### config.mk
export PLATFORM = sky130hd
export DESIGN_NAME = load_store_unit_v2
export DESIGN_NICKNAME = d
export VERILOG_FILES = /design/src/rtl/load_store_unit_v2.sv
export SDC_FILE = /design/constraint.sdc
export NUM_CORES = 1
export LEC_CHECK = 0
export ABC_CLOCK_PERIOD_IN_PS = 2700
export CAP_MARGIN = 20
export CORE_MARGIN = 2
export CORE_UTILIZATION = 25
export DETAILED_ROUTE_END_ITERATION = 7
export DONT_BUFFER_PORTS = 1
export GPL_TIMING_DRIVEN = 0
export PLACE_DENSITY = 0.4
export SYNTH_ARGS = -nofsm -noshare
export SYNTH_HDL_FRONTEND = slang
export SYNTH_SLANG_ARGS = --single-unit
### constraint.sdc
create_clock -name clk -period 2.7 [get_ports clk]
set_input_delay 0.405 -clock clk [delete_from_list [all_inputs] [get_ports clk]]
set_output_delay 0.405 -clock clk [all_outputs]
set_load 0.005 [all_outputs]
### src/rtl/load_store_unit_v2.sv
// Load/store unit: decodes one request at a time against DTCM, ITCM and MMIO
// windows, drives TCM strobes in the accept cycle, runs a req/ack handshake
// with timeout for MMIO, and returns a single-cycle response with extended
// load data and a fault code.
module load_store_unit_v2 #(
    parameter logic [31:0] DTCM_BASE = 32'h1000,
    parameter logic [31:0] DTCM_SIZE = 32'h4000,
    parameter logic [31:0] ITCM_BASE = 32'h5000,
    parameter logic [31:0] ITCM_SIZE = 32'h4000,
    parameter logic [31:0] MMIO_BASE = 32'h0000,
    parameter logic [31:0] MMIO_SIZE = 32'h1000,
    parameter int          TIMEOUT   = 15
) (
    input  logic        clk,
    input  logic        rst,
    // Request handshake: a request transfers on a cycle where req_valid and
    // req_ready are both 1. The requester keeps its fields stable while
    // req_valid=1 and req_ready=0. req_ready is 1 only in IDLE (and not in
    // reset). There is no response backpressure: rsp_valid is a one-cycle
    // pulse that the requester must take when it appears.
    input  logic        req_valid,
    output logic        req_ready,
    input  logic        req_we,
    input  logic        req_sign_extend,
    input  logic [1:0]  req_width,
    input  logic [31:0] req_addr,
    input  logic [31:0] req_wdata,
    output logic        rsp_valid,
    output logic [31:0] rsp_rdata,
    output logic [1:0]  rsp_fault,
    output logic        dtcm_we,
    output logic [3:0]  dtcm_be,
    output logic        itcm_we,
    output logic [3:0]  itcm_be,
    output logic [31:0] tcm_addr,
    output logic [31:0] tcm_wdata,
    input  logic [31:0] dtcm_rdata,
    input  logic [31:0] itcm_rdata,
    output logic        mmio_req,
    output logic        mmio_we,
    output logic [31:0] mmio_addr,
    output logic [3:0]  mmio_be,
    output logic [31:0] mmio_wdata,
    input  logic        mmio_ack,
    input  logic [31:0] mmio_rdata,
    output logic [1:0]  state_dbg
);

    typedef enum logic [1:0] {
        IDLE      = 2'd0,
        TCM_RD    = 2'd1,
        MMIO_WAIT = 2'd2,
        RESP      = 2'd3
    } state_t;

    localparam logic [7:0] TIMEOUT_M1 = 8'(TIMEOUT - 1);

    state_t      state;
    logic [7:0]  wait_cnt;
    logic [1:0]  cap_lane;
    logic [1:0]  cap_width;
    logic        cap_sign;
    logic        cap_we;
    logic        cap_itcm;

    logic        accept;
    logic        misaligned;
    logic        hit_dtcm;
    logic        hit_itcm;
    logic        hit_mmio;
    logic [1:0]  fault_dec;
    logic [3:0]  be;
    logic [31:0] wdata_rep;

    // Window hit: base <= a < base+size, written without forming base+size
    // so a window touching the top of the address space cannot wrap.
    function automatic logic in_window(input logic [31:0] a,
                                       input logic [31:0] base,
                                       input logic [31:0] size);
        return (a >= base) && ((a - base) < size);
    endfunction

    // Move the addressed lane to bit 0, then sign- or zero-extend to 32 bits.
    function automatic logic [31:0] extract(input logic [31:0] data,
                                            input logic [1:0]  lane,
                                            input logic [1:0]  width,
                                            input logic        sx);
        logic [31:0] shifted;
        shifted = data >> {lane, 3'b000};
        case (width)
            2'd0:    return sx ? {{24{shifted[7]}}, shifted[7:0]}
                               : {24'h0, shifted[7:0]};
            2'd1:    return sx ? {{16{shifted[15]}}, shifted[15:0]}
                               : {16'h0, shifted[15:0]};
            default: return data;
        endcase
    endfunction

    assign req_ready = (state == IDLE) && !rst;
    assign accept    = req_ready && req_valid;
    assign state_dbg = state;

    // Request decode: alignment, window selection (DTCM > ITCM > MMIO if
    // windows overlap), fault priority, byte enables and lane replication.
    always_comb begin
        misaligned = (req_width == 2'd3)
                  || ((req_width == 2'd1) && req_addr[0])
                  || ((req_width == 2'd2) && (req_addr[1:0] != 2'b00));
        hit_dtcm = in_window(req_addr, DTCM_BASE, DTCM_SIZE);
        hit_itcm = !hit_dtcm && in_window(req_addr, ITCM_BASE, ITCM_SIZE);
        hit_mmio = !hit_dtcm && !hit_itcm && in_window(req_addr, MMIO_BASE, MMIO_SIZE);
        if (misaligned)
            fault_dec = 2'd1;
        else if (!(hit_dtcm || hit_itcm || hit_mmio))
            fault_dec = 2'd2;
        else
            fault_dec = 2'd0;
        case (req_width)
            2'd0:    be = 4'b0001 << req_addr[1:0];
            2'd1:    be = 4'b0011 << {req_addr[1], 1'b0};
            default: be = 4'b1111;
        endcase
        case (req_width)
            2'd0:    wdata_rep = {4{req_wdata[7:0]}};
            2'd1:    wdata_rep = {2{req_wdata[15:0]}};
            default: wdata_rep = req_wdata;
        endcase
    end

    // TCM address and data are shared; only the strobes are per memory.
    assign tcm_addr  = hit_itcm ? (req_addr - ITCM_BASE) : (req_addr - DTCM_BASE);
    assign tcm_wdata = wdata_rep;

    // TCM stores write in the accept cycle; loads and faults never strobe.
    always_comb begin
        dtcm_we = 1'b0;
        itcm_we = 1'b0;
        dtcm_be = 4'b0000;
        itcm_be = 4'b0000;
        if (accept && (fault_dec == 2'd0) && req_we) begin
            if (hit_dtcm) begin
                dtcm_we = 1'b1;
                dtcm_be = be;
            end else if (hit_itcm) begin
                itcm_we = 1'b1;
                itcm_be = be;
            end
        end
    end

    // Transaction FSM with registered response and MMIO outputs.
    always_ff @(posedge clk) begin
        if (rst) begin
            state      <= IDLE;
            rsp_valid  <= 1'b0;
            rsp_rdata  <= 32'h0;
            rsp_fault  <= 2'd0;
            mmio_req   <= 1'b0;
            mmio_we    <= 1'b0;
            mmio_addr  <= 32'h0;
            mmio_be    <= 4'b0000;
            mmio_wdata <= 32'h0;
            wait_cnt   <= 8'd0;
            cap_lane   <= 2'd0;
            cap_width  <= 2'd0;
            cap_sign   <= 1'b0;
            cap_we     <= 1'b0;
            cap_itcm   <= 1'b0;
        end else begin
            rsp_valid <= 1'b0;
            case (state)
                IDLE: begin
                    if (accept) begin
                        cap_lane  <= req_addr[1:0];
                        cap_width <= req_width;
                        cap_sign  <= req_sign_extend;
                        cap_we    <= req_we;
                        cap_itcm  <= hit_itcm;
                        if (fault_dec != 2'd0) begin
                            rsp_fault <= fault_dec;
                            rsp_rdata <= 32'h0;
                            rsp_valid <= 1'b1;
                            state     <= RESP;
                        end else if (hit_mmio) begin
                            mmio_req   <= 1'b1;
                            mmio_we    <= req_we;
                            mmio_addr  <= req_addr - MMIO_BASE;
                            mmio_be    <= be;
                            mmio_wdata <= wdata_rep;
                            wait_cnt   <= 8'd0;
                            state      <= MMIO_WAIT;
                        end else if (req_we) begin
                            rsp_fault <= 2'd0;
                            rsp_rdata <= 32'h0;
                            rsp_valid <= 1'b1;
                            state     <= RESP;
                        end else begin
                            state <= TCM_RD;
                        end
                    end
                end
                TCM_RD: begin
                    rsp_rdata <= extract(cap_itcm ? itcm_rdata : dtcm_rdata,
                                         cap_lane, cap_width, cap_sign);
                    rsp_fault <= 2'd0;
                    rsp_valid <= 1'b1;
                    state     <= RESP;
                end
                MMIO_WAIT: begin
                    wait_cnt <= wait_cnt + 8'd1;
                    // Ack is checked first so an ack on the last allowed
                    // cycle completes normally instead of timing out.
                    if (mmio_ack) begin
                        mmio_req  <= 1'b0;
                        mmio_we   <= 1'b0;
                        mmio_be   <= 4'b0000;
                        rsp_rdata <= cap_we ? 32'h0
                                            : extract(mmio_rdata, cap_lane, cap_width, cap_sign);
                        rsp_fault <= 2'd0;
                        rsp_valid <= 1'b1;
                        state     <= RESP;
                    end else if (wait_cnt == TIMEOUT_M1) begin
                        mmio_req  <= 1'b0;
                        mmio_we   <= 1'b0;
                        mmio_be   <= 4'b0000;
                        rsp_rdata <= 32'h0;
                        rsp_fault <= 2'd3;
                        rsp_valid <= 1'b1;
                        state     <= RESP;
                    end
                end
                RESP: begin
                    state <= IDLE;
                end
                default: begin
                    state <= IDLE;
                end
            endcase
        end
    end

endmodule

==> run summary, run 1 <==
outcome: complete, but fails checks
violations in the final reports: negative setup slack
global route overflow: 0
total of buffers placed on input and output ports: 0
CP Data Arrival Time: 2440 ps
count of yosys warnings during synthesis: 0
boundary pin count: 350
Synth Flop Type: dfxtp_1
number of buffers inserted by hold repair at cts: 0
Cell Chain, Critical Path: buf_12 -> or4_4 -> or4_1 -> o211ai_1 -> nor4_2 -> nand4_2 -> nor2_4 -> buf_4 -> buf_6 -> nor2_4
width of the die: 179 µm
total wirelength of the detailed-routed design: 33300 µm
height of the chip: 179 µm
final design instance area without fill: 9520 µm²
clock buffers created by TritonCTS: 17
worst stage delay on the critical path: 570 ps
routed vias: 7652
number of detailed-routing iterations run before antenna repair: 5
required time of the critical path: 2300 ps
later-pin clock latency in the skew report: 430 ps
Final HPWL DP: 25500 µm
fraction of final layout cells sized beyond drive strength 1: 22.0%
DP Cell Count: 1368
family with the most delay on the worst path: simple AND/OR/NAND/NOR gates
overall fraction of global-route tracks in use: 20.1%
area of the multi-input gates: 5020 µm²
Clock H-tree levels: 4
fin cells: 1437
GPL Wtd Cong: 0.859
transition time of the tightest slew-check pin: 828 ps
number of violations of the max-capacitance limit: 0
via-per-instance ratio: 5.32
final setup violation count: 29
core footprint: 29900 µm²
number of antenna violations at the first check in global routing: 1
Core Rows: 63
layout overhead on the synthesized area: 24.6%
Max Clock Skew: 9.24 ps
Netlist Area Pre-Place: 7630 µm²
clock transition time at the flip-flop clock pins of the worst setup and hold paths: 60 ps
Max Slew Vio Count: 0
number of nets in the layout: 1209
buffer type at the clock tree root: clkbuf_16
number of enable flip-flop cells after synthesis: 0
critical path peak fanout: 5
Leakage Power: 3.28 nW
standard cell area after detailed placement: 8190 µm²
fraction of registers with async set or reset after synthesis: 0%
unrepaired setup endpoints after global routing: true
combinational fraction of design power: 28.9%
Pwr per Cell Area: 636 nW/µm²
Antenna Violating Nets Remaining: 0
initial standard-cell utilization of the core: 25.6%
Remaining DRCs: 0
post-route setup TNS: -2080 ps
Worst path most repeated cell: nor2_4
number of synthesized register bits: 122
register cell area after layout: 2450 µm²
Critical Path End Type: output pin
mean instance size in the synthesized netlist: 7.81 µm²
post-synthesis cell count: 978
Final period util: 105%
worst-case vdd ir drop: 0.000405 V
Tightest Hold Check Type: primary input to register
largest buffer count on any clock path: 2
CTS tree: yes
first-pass GRT wire length: 47600 µm
Worst Setup Slack, final: -145 ps
CP Buf/Inv Count: 3
vias in the first global route: 7502
total of fill cells in the finished design: 3199
sort of element at the start of the critical path: primary input
Fmax achieved: 352 MHz
Post-Route Hold Slack: 104 ps
share of total power in the clock network: 38.8%
minimum clock period after layout: 2840 ps
tightest slew margin relative to the limit: 44.2%
sequential share of power: 32.3%
worst setup path class: primary input to output pin
1st-iter DRT viols: 356
clock net sink count: 122
internal power of the cells: 3.76 mW
Critical-path top delay cell: or4_4
unique cell type count in the Yosys netlist: 69
average wire length per cell after detail routing: 23.1 µm
Die ar.: 32000 µm²
power dissipated by switching net loads: 2.29 mW
post-synthesis sequential area ratio: 32.0%
number of nets in the synthesized netlist: 1154
net switching fraction of the power: 37.8%
final hold violation count: 0
pin count of the biggest net entering global routing: 20
==> sequential cells by signal (all words and copies together) (netlist names) <==
name        flops
state_dbg       2
rsp_rdata      32
cap_lane        2
cap_width       2
rsp_valid       1
rsp_fault       2
cap_sign        1
wait_cnt        8
mmio_wdata     32
cap_itcm        1
mmio_we         1
mmio_be         4
cap_we          1
mmio_req        1
mmio_addr      32
==> per-stage QoR <==
stage	setup WS [ps]	utilization (%)	total power, mW
after global routing	-235	31.8	6.37
after global placement	-839	27.4	3.60
after detailed placement	-843	27.4	3.60
after CTS	-109	31.1	6.03
after floorplan	3.05	-	3.12
final	-145	31.9	6.05
==> placed cells by master, fill, tap and decap left out, types with 19 or more instances in the layout <==
cell type	instances
a21oi_1	91
and2_1	20
buf_4	56
clkbuf_1	30
clkbuf_16	19
dfxtp_1	119
mux2_2	34
mux2i_1	45
nand2_1	143
nor2_1	68
o21ai_0	41
o2bb2ai_1	19
==> cells by family (layout without fill, tap and decap cells) <==
kind of cell | Yosys count | after routing | synth area share [%]
XOR/XNOR | 31 | 31 | 3.56
adder cells (fa/ha/maj) | 8 | 8 | 1.31
AO/OA/AOI/OAI | 245 | 245 | 21.0
flip-flops | 122 | 122 | 32.0
other | 0 | 1 | 0
buffers and inverters | 114 | 182 | 7.08
AND/OR/NAND/NOR | 377 | 377 | 23.6
multiplexers | 81 | 81 | 11.5
==> worst register-to-register path, stage by stage, from the launching register on <==
cell,delay (ps)
dfxtp_2,360
buf_6,160
mux2_2,390
mux4_2,530
nor2_1,110
a21oi_1,60
a21oi_2,190
nor2_4,100
buf_4,200
a221oi_2,290
o2bb2ai_1,100
==> path summary, 6_finish.rpt <==
kind,from,to,slack (ps),cells past startpoint
setup / recovery,req_addr[16],tcm_addr[14],-140,10
hold / removal,req_addr[0],cap_lane[0],100,2
setup reg to reg,cap_itcm,rsp_rdata[20],90,10
hold reg to reg,cap_we,cap_we,450,2
==> synthesized netlist by cell type, types with 11 or more instances <==
cell type,number,area share [%]
nand4_1,13,1.1
mux2_2,34,5.0
mux2i_1,45,5.9
buf_4,20,2.0
nand2b_1,12,0.98
nor2b_1,11,0.90
dfxtp_1,122,32
nand3_1,21,1.4
nor3_1,18,1.2
nor2_1,86,4.2
o21ai_0,42,2.8
a21oi_1,92,6.0
nand2_1,143,7.0
a221oi_1,16,1.8
a22oi_1,16,1.6
clkbuf_1,48,2.4
o2bb2ai_1,19,2.2
xor2_1,13,1.5
and2_1,21,1.7
buf_1,15,0.74
xnor2_1,18,2.1
nor4_1,11,0.90
a211oi_1,12,1.2
inv_1,20,0.98
==> power groups by stage <==
| stage | Clock (mW) | Combinational [mW] | Sequential, mW |
|---|---|---|---|
| floorplan | 0 | 1.16 | 1.96 |
| global placement | 0 | 1.61 | 2.00 |
| global route | 2.48 | 1.92 | 1.97 |
| finish | 2.35 | 1.75 | 1.96 |
| detailed placement | 0 | 1.60 | 2.00 |
| CTS | 2.40 | 1.68 | 1.96 |
==> cell type report <==
type | instances | area share [%]
Antenna cell | 1 | 0.0263
Buffer | 90 | 6.01
Clock buffer | 17 | 4.47
Clock inverter | 15 | 1.75
Inverter | 21 | 0.828
Multi-Input combinational cell | 742 | 52.8
Sequential cell | 122 | 25.7
Tap cell | 390 | 5.13
Timing Repair Buffer | 39 | 3.31
==> what timing repair did <==
action                                  CTS  global route
pin swaps                                26            12
gates resized for setup                  84            41
gates cloned                              0             2
buffers inserted                         28            10
endpoints found under the setup margin  107            99
==> routing by layer <==
layer	track usage (%)	vias to the layer above	routed length, µm
li1	-	3595	-
met1	24.4	3641	13700
met2	33.4	370	15700
met3	7.06	46	3010
met4	5.66	0	797
met5	0	-	0
Power figures use the tool's default switching activity.
==> run 2, diff against run 1 <==
--- a/config.mk
+++ b/config.mk
@@ -7,6 +7,7 @@
 export LEC_CHECK = 0
 export ABC_CLOCK_PERIOD_IN_PS = 2700
 export CAP_MARGIN = 20
+export CORE_ASPECT_RATIO = 1.2
 export CORE_MARGIN = 2
 export CORE_UTILIZATION = 25
 export DETAILED_ROUTE_END_ITERATION = 7
==> run 2 against run 1 <==
Against the previous run: via count shrank 1.8%; first-iteration DRC count increased by 34%; critical endpoint is now itcm_be[0]; register-to-register slack worse by 90 ps; critical path depth unchanged; clock-buffer cell count increased by 1; wire length fell by 3.6%; combinational power shrank 2%; sequential power about the same; total power increased by 1.0%; clock power is 4% higher; non-clock buffer count shrank 22; sequential share of layout area rose by 0.54 points; the run still ends with negative setup slack left.
==> run summary, run 2 (synthesis gave the netlist of run 1 again) <==
outcome: complete, but fails checks
violations in the final reports: negative setup slack
transition time of the tightest slew-check pin: 930 ps (+102 ps)
Leakage Power: 3.14 nW (-4.4%)
later-pin clock latency in the skew report: 420 ps (about the same)
global route overflow: 0 (unchanged)
DP Cell Count: 1374 (+0.44%)
first-pass GRT wire length: 46800 µm (-1.7%)
worst slack after detailed placement: -907 ps (-64.4 ps)
number of detailed-routing iterations run before antenna repair: 5 (unchanged)
CTS tree: yes
hold depth: 2 (unchanged)
internal power of the cells: 3.97 mW (+5.6%)
clock transition time at the flip-flop clock pins of the worst setup and hold paths: 50 ps (about the same)
overall fraction of global-route tracks in use: 19.4% (-0.64 points)
share of total power in the clock network: 40.1% (+1.3 points)
launch point of the worst reg-to-reg path: state_dbg[0]
1st-iter DRT viols: 477 (+34%)
Final period util: 105% (about the same)
Tightest Hold Check Type: primary input to register
standard cell area after detailed placement: 8190 µm² (about the same)
worst-case vdd ir drop: 0.000303 V (-25%)
vias in the first global route: 7497 (-0.067%)
required time of the critical path: 2300 ps (about the same)
GPL Wtd Cong: 0.887 (+3.3%)
critical path peak fanout: 7 (+2)
initial standard-cell utilization of the core: 25.2% (-0.36 points)
clock buffers created by TritonCTS: 17 (unchanged)
number of violations of the max-capacitance limit: 0 (unchanged)
buffer type at the clock tree root: clkbuf_16
most used cells in the layout excluding fill and tap cells: nand2_1, dfxtp_1, a21oi_1
number of nets in the layout: 1187 (-1.8%)
tightest slew margin relative to the limit: 38.0% (-6.2 points)
final hold violation count: 0 (unchanged)
sequential share of power: 31.9% (-0.4 points)
worst setup path class: primary input to output pin
number of antenna violations at the first check in global routing: 1 (unchanged)
fraction of final layout cells sized beyond drive strength 1: 19.6% (-2.4 points)
net switching fraction of the power: 35.0% (-2.8 points)
Remaining DRCs: 0 (unchanged)
minimum clock period after layout: 2840 ps (-0.839 ps)
average wire length per cell after detail routing: 22.6 µm (-2.5%)
CP Data Arrival Time: 2440 ps (about the same)
clock net sink count: 122 (unchanged)
boundary pin count: 350 (unchanged)
via-per-instance ratio: 5.29 (-0.72%)
Fmax achieved: 352 MHz (about the same)
Max Clock Skew: 11.3 ps (+2.08 ps)
routed vias: 7512 (-1.8%)
final design instance area without fill: 9310 µm² (-2.2%)
leading cell type in the layout, fill and taps excluded: nand2_1
number of cells on the worst reg-to-reg path: 10 (unchanged)
Antenna Violating Nets Remaining: 0 (unchanged)
Final HPWL DP: 25100 µm (-1.6%)
Worst Hold Endpoint: cap_sign
pin count of the biggest net entering global routing: 17 (-15%)
Critical Path End Type: output pin
Clock H-tree levels: 4 (unchanged)
Core Rows: 70 (+11%)
Hold Crit Start: req_sign_extend
total of buffers placed on input and output ports: 0 (unchanged)
Top Registers: mmio_addr: 32 flops, mmio_wdata: 32 flops, rsp_rdata: 32 flops
power dissipated by switching net loads: 2.14 mW (-6.5%)
Max Slew Vio Count: 0 (unchanged)
Pwr per Cell Area: 657 nW/µm² (+3.3%)
sort of element at the start of the critical path: primary input
height of the chip: 195 µm (+9.3%)
capture point of the worst reg-to-reg path: mmio_be[2]
fin cells: 1421 (-1.1%)
total wirelength of the detailed-routed design: 32100 µm (-3.6%)
largest buffer count on any clock path: 2 (unchanged)
r2r setup slk: 0 ps (-90 ps)
layout overhead on the synthesized area: 21.9%
core footprint: 30300 µm² (+1.4%)
unrepaired setup endpoints after global routing: true
Worst Setup Slack, final: -144 ps (+0.839 ps)
Die ar.: 32000 µm² (about the same)
combinational fraction of design power: 27.9% (-1.0 points)
width of the die: 164 µm (-8.5%)
final setup violation count: 12 (-59%)
## run 2: final cells by class
type	count	area (µm²)
plain buffers	92	561
well taps	396	495
multi-input cells	742	4990
inverters	21	78.8
clock inverters	14	183
fillers	3333	21000
clock buffers	18	439
flip-flops and latches	122	2440
repair buffers	15	120
diodes	1	2.50
## run 2: how the worst max path moves through the flow
stage	startpoint	to	cells after the start
final	req_addr[21]	itcm_be[0]	10
after global placement	req_addr[22]	mmio_addr[0]	9
after floorplan	req_addr[22]	rsp_valid	10
after detailed placement	req_addr[22]	mmio_addr[0]	9
after global routing	req_addr[16]	itcm_be[0]	10
after CTS	req_addr[21]	itcm_be[3]	10
## run 2: per-stage QoR
step / hold slack, ps / util, % / TNS, ps / total power, mW
5_1_grt: 98.6 / 30.7 / -8570 / 6.44
4_1_cts: 78.8 / 30.1 / -885 / 6.13
6_report: 107 / 30.7 / -999 / 6.11
3_5_place_dp: 444 / 27.0 / -66550 / 3.59
3_3_place_gp: 441 / 27.0 / -69440 / 3.59
2_1_floorplan: 431 / - / 0 / 3.12
## run 2: power groups by stage
stage	clock, mW	sequential [mW]	combinational [mW]
floorplan	0	1.96	1.16
global placement	0	1.99	1.60
detailed placement	0	1.99	1.60
CTS	2.53	1.95	1.65
global route	2.61	1.96	1.87
finish	2.45	1.95	1.71
## run 2: repair_timing
action,4_1_cts,5_1_grt
buffers inserted,12,3
gates resized for setup,66,37
pin swaps,12,2
cloned,0,0
hold buffers,0,0
setup endpoints to repair,101,107
## run 2: critical path: stages
cell and delay (ps):
clkbuf_16 140, or3_4 340, nor4_4 290, nand4_1 190
nor4_2 310, nand4_2 170, nor2_4 130, nand4_1 120
buf_6 210, nor2_2 130
## run 2: layer usage
| metal | vias to the layer above | share of wire [%] | track usage, % |
|---|---|---|---|
| met3 | 42 | 8.6 | 5.99 |
| met1 | 3580 | 40 | 22.8 |
| met4 | 0 | 2.3 | 6.01 |
| met2 | 339 | 49 | 33.6 |
| met5 | - | 0 | 0 |
| li1 | 3551 | - | - |
==> run 3, diff against run 2 <==
--- a/config.mk
+++ b/config.mk
@@ -7,8 +7,7 @@
 export LEC_CHECK = 0
 export ABC_CLOCK_PERIOD_IN_PS = 2700
 export CAP_MARGIN = 20
-export CORE_ASPECT_RATIO = 1.2
-export CORE_MARGIN = 2
+export CORE_MARGIN = 1.5
 export CORE_UTILIZATION = 25
 export DETAILED_ROUTE_END_ITERATION = 7
 export DONT_BUFFER_PORTS = 1
==> run 3 against run 2 <==
Against the previous run: the flow still finishes with violations (negative setup slack); critical endpoint unchanged; clock-buffer cell count fell by 1; largest cell class unchanged; first-iteration DRC count shrank 21%; register-to-register slack better by 100 ps; die area decreased by 1.1%; clock skew about the same.
==> run summary, run 3 (synthesis gave the netlist of run 1 again) <==
outcome: complete, but fails checks
violations in the final reports: negative setup slack
total of fill cells in the finished design: 3162 (-5.1%)
Remaining DRCs: 0 (unchanged)
transition time of the tightest slew-check pin: 965 ps (+34.9 ps)
number of antenna cells inserted: 0 (-1)
core footprint: 29900 µm² (-1.4%)
total wirelength of the detailed-routed design: 32900 µm (+2.7%)
fraction of final layout cells sized beyond drive strength 1: 21.8% (+2.2 points)
final setup violation count: 9 (-3)
Layout Utilization: 31.7% (+0.99 points)
final hold violation count: 0 (unchanged)
via-per-instance ratio: 5.29 (about the same)
number of violations of the max-capacitance limit: 0 (unchanged)
average wire length per cell after detail routing: 23.1 µm (+2.3%)
clock net sink count: 122 (unchanged)
pin count of the biggest net entering global routing: 20 (+3)
initial standard-cell utilization of the core: 25.6% (+0.36 points)
minimum clock period after layout: 2830 ps (-10.3 ps)
most used cells in the layout excluding fill and tap cells: nand2_1, dfxtp_1, a21oi_1
worst stage delay on the critical path: 340 ps (about the same)
Max Clock Skew: 11.7 ps (+0.377 ps)
Tightest Hold Check Type: primary input to register
1st-iter DRT viols: 375 (-21%)
number of antenna violations at the first check in global routing: 1 (unchanged)
routed vias: 7538 (+0.35%)
Core Rows: 63 (-10%)
total of buffers placed on input and output ports: 0 (unchanged)
worst-case vdd ir drop: 0.000387 V (+28%)
worst setup path class: primary input to output pin
Fmax achieved: 353 MHz (+0.36%)
sort of element at the start of the critical path: primary input
buffer type at the clock tree root: clkbuf_16
Leakage Power: 3.25 nW (+3.5%)
vias in the first global route: 7504 (+0.093%)
later-pin clock latency in the skew report: 430 ps (about the same)
height of the chip: 178 µm (-9.0%)
number of detailed-routing iterations run before antenna repair: 5 (unchanged)
GPL Wtd Cong: 0.879 (-0.89%)
Clock H-tree levels: 4 (unchanged)
first-pass GRT wire length: 47300 µm (+1.2%)
Post-Route Hold Slack: 105 ps (-1.54 ps)
number of nets in the layout: 1199 (+1.0%)
Final HPWL DP: 25300 µm (+0.58%)
Die ar.: 31600 µm² (-1.1%)
CP Data Arrival Time: 2430 ps (about the same)
total power: 6.05 mW (-1.1%)
Cell Chain, Critical Path: clkbuf_16 -> or3_4 -> nor4_4 -> nand4_1 -> nor4_2 -> nand4_2 -> nor2_4 -> nand4_1 -> buf_6 -> nor2_4
width of the die: 178 µm (+8.7%)
Final period util: 105% (-0.38 points)
overall fraction of global-route tracks in use: 20.2% (+0.77 points)
boundary pin count: 350 (unchanged)
Top Registers: mmio_addr: 32 flops, mmio_wdata: 32 flops, rsp_rdata: 32 flops
unrepaired setup endpoints after global routing: true
Critical-path top delay cell: or3_4
leading cell type in the layout, fill and taps excluded: nand2_1
number of buffers inserted by hold repair at cts: 0 (unchanged)
Worst Setup Slack, final: -133 ps (+10.3 ps)
hold depth: 2 (unchanged)
Pwr per Cell Area: 638 nW/µm² (-2.8%)
post-route setup TNS: -850 ps (+149 ps)
clock transition time at the flip-flop clock pins of the worst setup and hold paths: 60 ps (about the same)
layout overhead on the synthesized area: 24.1%
CTS tree: yes
required time of the critical path: 2300 ps (about the same)
number of cells on the worst reg-to-reg path: 10 (unchanged)
Max Slew Vio Count: 0 (unchanged)
Critical Path End Type: output pin
global route overflow: 0 (unchanged)
largest buffer count on any clock path: 2 (unchanged)
clock buffers created by TritonCTS: 17 (unchanged)
tightest slew margin relative to the limit: 35.7% (-2.3 points)
Antenna Violating Nets Remaining: 0 (unchanged)
critical path peak fanout: 8 (+1)
## run 3: cell type report
cell class	instances	area (µm²)	area share, %
multi-input combinational	742	5050	53.3
sequential	122	2440	25.8
buffer	91	587	6.19
tap	390	488	5.15
clock buffer	17	425	4.49
timing repair buffer	28	229	2.42
clock inverter	15	169	1.78
inverter	21	78.8	0.832
## run 3: repair_timing
item                                   4_1_cts  5_1_grt
endpoints found under the hold margin        0        0
cloned                                       0        2
setup endpoints to repair                  101      100
gates resized for setup                     83       59
pin swaps                                   26       20
setup buffers                               17        9
## run 3: path summary, 6_finish.rpt
kind | startpoint | endpoint | slack [ps]
max | req_addr[21] | itcm_be[0] | -130
min | req_addr[1] | cap_lane[1] | 110
max reg2reg | cap_itcm | rsp_rdata[29] | 100
min reg2reg | cap_we | cap_we | 450
## run 3: worst max-delay path, delay by kind of cell
| family | cells | cell delay (ps) |
|---|---|---|
| and+or+nand+nor | 8 | 1660 |
| buffers and inverters | 2 | 360 |
## run 3: per-stage QoR
| stage | setup slack [ps] | cell area [µm²] | cells |
|---|---|---|---|
| 6_report | -133 | 9470 | 1426 |
| 5_1_grt | -231 | 9470 | 1426 |
| 4_1_cts | -96.5 | 9210 | 1415 |
| 3_5_place_dp | -894 | 8190 | 1368 |
| 3_3_place_gp | -860 | 8190 | 1368 |
| 2_1_floorplan | 3.05 | 7700 | 978 |
## run 3: per-layer routing
metal,vias to the layer above,track usage (%),routed length (µm)
li1,3566,-,-
met4,2,4.55,431
met5,-,0,12
met3,28,6.62,2870
met1,3607,24.2,13800
met2,335,34.9,15800
## run 3: where the power goes
| part | leakage (nW) | total, mW | switching (mW) | internal, mW |
|---|---|---|---|---|
| clock network | 0.293 | 2.35 | 1.10 | 1.25 |
| registers | 0.985 | 1.95 | 0.0835 | 1.87 |
| logic | 1.97 | 1.75 | 1.11 | 0.640 |
